`src/rtl/md_pkg.sv`:
```
// Shared packet layout and helpers for the force ring.
// Packet: {addr[8:0], null, fz, fy, fx}.
package md_pkg;

  localparam int PKT_W    = 106;
  localparam int NULL_BIT = 96;
  localparam int ADDR_W   = 9;
  localparam int CELL_W   = 8;
  localparam int FORCE_W  = 96;
  localparam int COMP_W   = 32;

  localparam logic [PKT_W-1:0] NULL_PACKET =
    {{ADDR_W{1'b0}}, 1'b1, {FORCE_W{1'b0}}};

  // Component-wise wrapping add of two {fz,fy,fx} triples.
  function automatic logic [FORCE_W-1:0] force_add(
    input logic [FORCE_W-1:0] a,
    input logic [FORCE_W-1:0] b
  );
    logic [FORCE_W-1:0] s;
    for (int i = 0; i < 3; i++) begin
      s[i*COMP_W +: COMP_W] =
        a[i*COMP_W +: COMP_W] + b[i*COMP_W +: COMP_W];
    end
    return s;
  endfunction

endpackage

```
`src/rtl/force_accumulator.sv`:
```
// Two-stage read-modify-write of the force BRAM.
// Forwards the in-flight and just-retired writes over stale reads.
module force_accumulator
  import md_pkg::*;
(
  input  logic               clk,
  input  logic               reset,
  input  logic [31:0]        offset,
  input  logic               in_valid,
  input  logic [ADDR_W-1:0]  in_addr,
  input  logic [FORCE_W-1:0] in_force,
  output logic [31:0]        bram_raddr,
  input  logic [FORCE_W-1:0] bram_rdata,
  output logic               bram_we,
  output logic [31:0]        bram_waddr,
  output logic [FORCE_W-1:0] bram_wdata,
  output logic [15:0]        acc_count,
  output logic               busy
);

  logic               a_valid_q, a_valid_d;
  logic [31:0]        a_addr_q, a_addr_d;
  logic [FORCE_W-1:0] a_force_q, a_force_d;

  logic               we_q, we_d;
  logic [31:0]        waddr_q, waddr_d;
  logic [FORCE_W-1:0] wdata_q, wdata_d;

  logic               old_we_q, old_we_d;
  logic [31:0]        old_waddr_q, old_waddr_d;
  logic [FORCE_W-1:0] old_wdata_q, old_wdata_d;

  logic [15:0]        cnt_q, cnt_d;
  logic [FORCE_W-1:0] operand;

  always_comb begin
    bram_raddr = '0;
    if (in_valid) begin
      bram_raddr = {{(32-ADDR_W){1'b0}}, in_addr} + offset;
    end
    a_valid_d = in_valid;
    a_addr_d  = bram_raddr;
    a_force_d = in_valid ? in_force : '0;

    // The retired write lost the read-first race; the live one is newer.
    operand = bram_rdata;
    if (old_we_q && old_waddr_q == a_addr_q) begin
      operand = old_wdata_q;
    end
    if (we_q && waddr_q == a_addr_q) begin
      operand = wdata_q;
    end

    we_d    = a_valid_q;
    waddr_d = waddr_q;
    wdata_d = wdata_q;
    if (a_valid_q) begin
      waddr_d = a_addr_q;
      wdata_d = force_add(operand, a_force_q);
    end

    old_we_d    = we_q;
    old_waddr_d = waddr_q;
    old_wdata_d = wdata_q;

    cnt_d = cnt_q + {15'd0, a_valid_q};
  end

  always_ff @(posedge clk or posedge reset) begin
    if (reset) begin
      a_valid_q   <= 1'b0;
      a_addr_q    <= '0;
      a_force_q   <= '0;
      we_q        <= 1'b0;
      waddr_q     <= '0;
      wdata_q     <= '0;
      old_we_q    <= 1'b0;
      old_waddr_q <= '0;
      old_wdata_q <= '0;
      cnt_q       <= '0;
    end else begin
      a_valid_q   <= a_valid_d;
      a_addr_q    <= a_addr_d;
      a_force_q   <= a_force_d;
      we_q        <= we_d;
      waddr_q     <= waddr_d;
      wdata_q     <= wdata_d;
      old_we_q    <= old_we_d;
      old_waddr_q <= old_waddr_d;
      old_wdata_q <= old_wdata_d;
      cnt_q       <= cnt_d;
    end
  end

  assign bram_we    = we_q;
  assign bram_waddr = waddr_q;
  assign bram_wdata = wdata_q;
  assign acc_count  = cnt_q;
  assign busy       = a_valid_q;

endmodule

```
`src/rtl/force_ring_node.sv`:
```
// Force ring node: forwards foreign packets, injects local ones,
// and accumulates packets owned by this cell into the force BRAM.
module force_ring_node
  import md_pkg::*;
#(
  parameter int DBSIZE = 256
) (
  input  logic                clk,
  input  logic                reset,
  input  logic [31:0]         Cell,
  input  logic                double_buffer,
  input  logic [PKT_W-1:0]    prev,
  input  logic [CELL_W-1:0]   prev_cell,
  input  logic [PKT_W-1:0]    pipe_in,
  input  logic [CELL_W-1:0]   pipe_cell,
  input  logic                pipe_valid,
  output logic                pipe_ready,
  output logic [PKT_W-1:0]    next,
  output logic [CELL_W-1:0]   next_cell,
  output logic [31:0]         bram_raddr,
  input  logic [FORCE_W-1:0]  bram_rdata,
  output logic                bram_we,
  output logic [31:0]         bram_waddr,
  output logic [FORCE_W-1:0]  bram_wdata,
  output logic                in_flight,
  output logic [15:0]         acc_count
);

  logic [CELL_W-1:0] own_cell;
  logic              prev_live;
  logic              own_ring;
  logic              pass_ring;
  logic              pipe_take;
  logic              pipe_own;
  logic              cons_valid;
  logic [PKT_W-1:0]  cons_pkt;
  logic [31:0]       offset;
  logic              acc_busy;

  logic [PKT_W-1:0]  next_q, next_d;
  logic [CELL_W-1:0] next_cell_q, next_cell_d;

  logic unused_cell_hi;
  assign unused_cell_hi = ^Cell[31:CELL_W];

  always_comb begin
    own_cell   = Cell[CELL_W-1:0];
    prev_live  = !prev[NULL_BIT];
    own_ring   = prev_live && (prev_cell == own_cell);
    pass_ring  = prev_live && (prev_cell != own_cell);
    pipe_ready = !own_ring && !pass_ring;
    pipe_take  = pipe_valid && pipe_ready;
    pipe_own   = pipe_take && (pipe_cell == own_cell);
    cons_valid = own_ring || pipe_own;
    cons_pkt   = own_ring ? prev : pipe_in;
    offset     = double_buffer ? 32'(DBSIZE) : 32'd0;

    next_d      = NULL_PACKET;
    next_cell_d = '0;
    if (pass_ring) begin
      next_d      = prev;
      next_cell_d = prev_cell;
    end else if (pipe_take && !pipe_own) begin
      next_d      = pipe_in;
      next_cell_d = pipe_cell;
    end
  end

  always_ff @(posedge clk or posedge reset) begin
    if (reset) begin
      next_q      <= NULL_PACKET;
      next_cell_q <= '0;
    end else begin
      next_q      <= next_d;
      next_cell_q <= next_cell_d;
    end
  end

  force_accumulator u_acc (
    .clk        (clk),
    .reset      (reset),
    .offset     (offset),
    .in_valid   (cons_valid),
    .in_addr    (cons_pkt[PKT_W-1 -: ADDR_W]),
    .in_force   (cons_pkt[FORCE_W-1:0]),
    .bram_raddr (bram_raddr),
    .bram_rdata (bram_rdata),
    .bram_we    (bram_we),
    .bram_waddr (bram_waddr),
    .bram_wdata (bram_wdata),
    .acc_count  (acc_count),
    .busy       (acc_busy)
  );

  assign next      = next_q;
  assign next_cell = next_cell_q;
  assign in_flight = !next_q[NULL_BIT] || acc_busy;

endmodule
```
`config.mk`:
```
export PLATFORM = sky130hd
export DESIGN_NAME = force_ring_node
export DESIGN_NICKNAME = d
export VERILOG_FILES = /design/src/rtl/md_pkg.sv /design/src/rtl/force_accumulator.sv /design/src/rtl/force_ring_node.sv
export SDC_FILE = /design/constraint.sdc
export NUM_CORES = 1
export LEC_CHECK = 0
export ABC_AREA = 1
export ABC_CLOCK_PERIOD_IN_PS = 14700
export CORE_AREA = 2 2 255 257
export CTS_CLUSTER_SIZE = 10
export DETAILED_ROUTE_END_ITERATION = 12
export DIE_AREA = 0 0 257 259
export DONT_BUFFER_PORTS = 1
export SLEW_MARGIN = 10
export SYNTH_ARGS = -nofsm -noshare
export SYNTH_HDL_FRONTEND = slang
export SYNTH_SLANG_ARGS = --single-unit
```
`constraint.sdc`:
```
create_clock -name clk -period 14.7 [get_ports clk]
set_input_delay 2.94 -clock clk [delete_from_list [all_inputs] [get_ports clk]]
set_output_delay 2.94 -clock clk [all_outputs]
set_load 0.01 [all_outputs]
```
======== After elaboration in Yosys (flattened, before gate mapping) ========
Index checks and enable logic that the tools add are counted.
storage, ports and cells
  logic and storage cells ................. 47
  input port bits ......................... 360
  output and inout bits ................... 293
  bits in registers ....................... 517
cells by class
  reduce and logical (&&, ||, !) cells .... 15
  $add $sub $neg .......................... 5
  equal/unequal tests ..................... 5
  muxes and demuxes ....................... 10
operator list
  kind               number
  $mux 106           3
  $mux 96            3
  $add 32x32->32     3
  $eq 32x32->1       2
  $mux 32            1
  $add 16x1->16      1
  $eq 8x8->1         2
  $mux 8             2
  $add 9x9->10       1
  $mux 9             1
  $logic_and 1x1->1  8
  $ne 8x8->1         1
  $logic_not 1->1    5
  $logic_or 1x1->1   2

======== Logic depth before layout (Yosys ltp) ========
  depth in word-level cells ............... 10
  depth in mapped cells ................... 25
  gate-level depth less buffers ........... 24

======== By module ========
From an unflattened synthesis, not the netlist that was laid out.
unflattened totals
  cell total of the unflattened synthesis .. 4,007
  area, all modules ....................... 29,518.3 um^2
by module, submodules not included
  module             cells each  area each (um^2)  seq. area each (um^2)  instances
  force_accumulator  3,067       23,033.3          10,084.7               1
  force_ring_node    940         6,485.0           2,854.0                1

======== Worst setup path after synthesis ========
No wires, ideal clock.
  kind .................................... input to output
  start ................................... input port prev_cell[3]
  end ..................................... output port bram_raddr[8]
  arrival time ............................ 4,720 ps
  data required time ...................... 11,760 ps
  path buffers ............................ 2
  setup slack ............................. 7,040 ps
  stages .................................. 12
  cells stage by stage .................... inv_1 or2_2 nand4_1 nor4_4 nand2_2 clkbuf_1 clkbuf_1 nand2_1 o21ai_0 ha_1 inv_1 nor2_1
between the ends
  cells in the longest elaborated chain, start to end .. 8
  elaborated cells on any way between the ends .. 13
  classes of those cells .................. add/sub: 1; eq/ne: 2; mux: 2; reduce/logical: 8
RTL lines
  element                                               line                     text
  start, declared                                       force_ring_node.sv:13    input logic [CELL_W-1:0] prev_cell,
  branches (longest 7 deep; another with $add 9x9->10)  --
  $mux 32 *                                             force_accumulator.sv:38  if (in_valid) begin
  end, declared                                         force_ring_node.sv:20    output logic [31:0] bram_raddr,
Every way passes the cells marked *.

======== Worst setup path in the final report ========
  start ................................... input port prev_cell[6]
  end ..................................... output port bram_raddr[2]
The elaborated chain is that of the path after synthesis.

==> metrics.yaml <==
timing:
  rsz0062_at_grt: "false"
  tns_ns: 0
  max_freq_ghz: 0.104
  setup_slack_ns: 5.07
  slew_headroom: 0.243
  finalHoldViolCount: 0
  worstMarginPinSlew_ns: 1.14
  fin_crit_sh: 0.655
  slew_viol_final: 0
  period_needed_ns: 9.63
  skew_ns: 0.0337
  setup_viol: 0
place:
  io_buffers: 0
  place_ws_ns: 5.06
  gp_congestion: 0.958
  hpwlAfterDp_um: 75000
  dpl_cell_area_um2: 25600
route:
  via_per_inst: 5.50
  wl_per_cell_um: 24.1
  firstDrtPassIters: 6
  drc: 0
  dr_total_vias: 22200
  drt_iter0_drc: 2190
  ant_nets: 0
  totalWireLength_um: 97100
cts:
  root_buffer: "clkbuf_16"
  ctsLongestPathBuffers: 3
  cts.sinks: 451
  clock_latency_ns: 0.63
  hold_buffers: 0
  clk_pin_slew_ns: 0.06
  tritoncts: "yes"
  numCtsBuffers: 54
  cts_setup_buffers: 0
  cts.repair.resized: 0
  cts_max_level: 2
synth:
  ys_types: 41
  ys_ff_latch: 451
  yosysSeqAreaShare: 0.451
  synth_ff_type: "dfrtp_1"
  synthArstFlopShare: 1.00
  synth_edf_count: 0
  yosysWarningCount: 0
  netlist_instances: 3212
  syn_area_um2: 25000
  syn_area_per_cell_um2: 7.79
global_routing:
  grt.overflow.total: 0
  grt.total_usage: 0.284
  antenna_found_initial: 17
  grt_max_degree: 89
  grt_pass1_vias: 20900
  grt_pass1_wl_um: 142000
floorplan:
  die_area_um2: 66600
  die_width_um: 257
  rows: 93
  initial_core_util: 0.392
  die_y_um: 259
  num_io_pins: 653
  coreArea_um2: 63900
pwr:
  internal-power_mw: 2.24
  p_leak_nw: 13.1
  powerDensity_nw_per_um2: 117
  pwr-share-comb: 0.087
  pwr-share-clk: 0.402
  finalPower_mw: 3.18
  p_sw_frac: 0.294
  switchingPower_mw: 0.934
  peakVddDrop_v: 0.0000828
  pwr-share-seq: 0.511
run:
  max_cap_violations: 0
critical_path:
  ff2ff_setup_slack_ns: 9.41
  crit_required_ns: 11.76
  crit_arrival_ns: 6.69
  critPathLaunchType: "input port"
  worstSetupPathType: "in -> out"
  crit_path_end_kind: "output port"
  crit_fanout: 78
final_layout:
  final_util: 0.426
  fin_area_um2: 27200
  syn_to_final_growth_pct: 8.73
  drive_gt1_frac: 0.0433
  finalNetCount: 3611
run_status:
  status: "finished clean"
min_path:
  hold_class: "reg -> reg"
-- synth_stat cells, drive strengths merged (4+ instances only) --
library cell	instances	area share
a21boi	5	0.0015
a21o	9	0.0027
a21oi	223	0.045
a31oi	119	0.030
and3	4	0.0010
buf	81	0.020
clkbuf	115	0.017
dfrtp	450	0.45
ha	105	0.053
inv	343	0.051
nand2	681	0.10
nand3	384	0.077
nand3b	10	0.0030
nand4	26	0.0065
nor2	254	0.038
nor3	21	0.0042
nor4	8	0.0026
o21a	7	0.0021
o21ai	222	0.044
o21bai	18	0.0054
o32ai	28	0.0098
or2	26	0.0065
xnor2	27	0.0095
xor2	30	0.011
-- per-layer routing --
metal  part of all wire  up-vias  GRT usage
li1                   -    10400          -
met1               0.44    10600      0.404
met2               0.44      975      0.425
met3              0.090      136     0.0703
met4              0.030        2     0.0872
met5            0.00012        -          0
-- worst paths after layout --
check | startpoint | end | depth (start not counted)
setup / recovery | prev_cell[6] | bram_raddr[2] | 10
hold / removal | u_acc.bram_waddr[1] | u_acc.old_waddr_q[1] | 0
setup reg to reg | u_acc.a_addr_q[6] | u_acc.bram_wdata[62] | 24
hold reg to reg | u_acc.bram_waddr[1] | u_acc.old_waddr_q[1] | 0
max in group asynchronous | reset | next[39] | 4
min in group asynchronous | reset | u_acc.acc_count[15] | 1
-- cell families (layout without fill, tap and decap cells) --
| group | Yosys count | count (layout) | share of synthesized area |
|---|---|---|---|
| flip-flops | 451 | 451 | 0.451 |
| AND/OR/NAND/NOR | 1421 | 1421 | 0.243 |
| XOR/XNOR | 57 | 57 | 0.0200 |
| AO/OA/AOI/OAI | 634 | 634 | 0.141 |
| buffers and inverters | 540 | 448 | 0.0893 |
| adder cells (fa/ha/maj) | 108 | 108 | 0.0549 |
| other | 1 | 56 | 0.000150 |
-- final cells by class --
| cell class | count | area (um2) |
|---|---|---|
| repair buffers | 28 | 210 |
| flip-flops and latches | 451 | 11300 |
| clock buffers | 70 | 1510 |
| diodes | 12 | 30.0 |
| inverters | 344 | 1300 |
| multi-input cells | 2264 | 11700 |
| clock inverters | 6 | 101 |
| well taps | 855 | 1070 |
| fillers | 6495 | 36700 |
-- sequential cells by signal, summed over array words and instances (netlist names) --
signal,flops
u_acc.old_wdata_q,96
u_acc.old_we_q,1
next_cell,8
u_acc.old_waddr_q,10
u_acc.bram_wdata,96
u_acc.acc_count,16
u_acc.a_force_q,96
u_acc.busy,1
u_acc.a_addr_q,10
next,106
u_acc.bram_we,1
u_acc.bram_waddr,10
-- layout by cell type (no fill, tap or decap), drive strengths merged, types with 27 or more instances in the layout --
cell / synthesis / final
clkbuf: 115 / 70
xnor2: 27 / 27
nand2: 681 / 681
a31oi: 119 / 119
inv: 343 / 344
nor2: 254 / 254
buf: 81 / 28
dfrtp: 450 / 450
conb: 1 / 44
o32ai: 28 / 28
a21oi: 223 / 223
ha: 105 / 105
nand3: 384 / 384
xor2: 30 / 30
o21ai: 222 / 222
-- power by group through the flow --
stage	Clock, mW	Sequential, mW	Combinational [mW]
2_1_floorplan	0	1.56	0.221
6_report	1.28	1.62	0.276
3_5_place_dp	0	1.65	0.275
5_1_grt	1.35	1.64	0.317
4_1_cts	1.30	1.63	0.276
3_3_place_gp	0	1.64	0.271
-- through the flow --
stage	hold WS (ns)	cells
floorplan	0.413	3255
CTS	0.493	4018
detailed placement	0.481	3942
finish	0.497	4030
global placement	0.484	3942
global route	0.515	4028
-- critical path: stages --
cell     delay, ns
inv_1         0.03
nand2_1       0.05
nand4_1       0.19
nor4_4        0.30
buf_4         0.68
nand2_4       0.62
nand2_1       0.28
inv_2         0.22
buf_4         0.37
a21oi_1       0.93
Power figures use the tool's default switching activity.
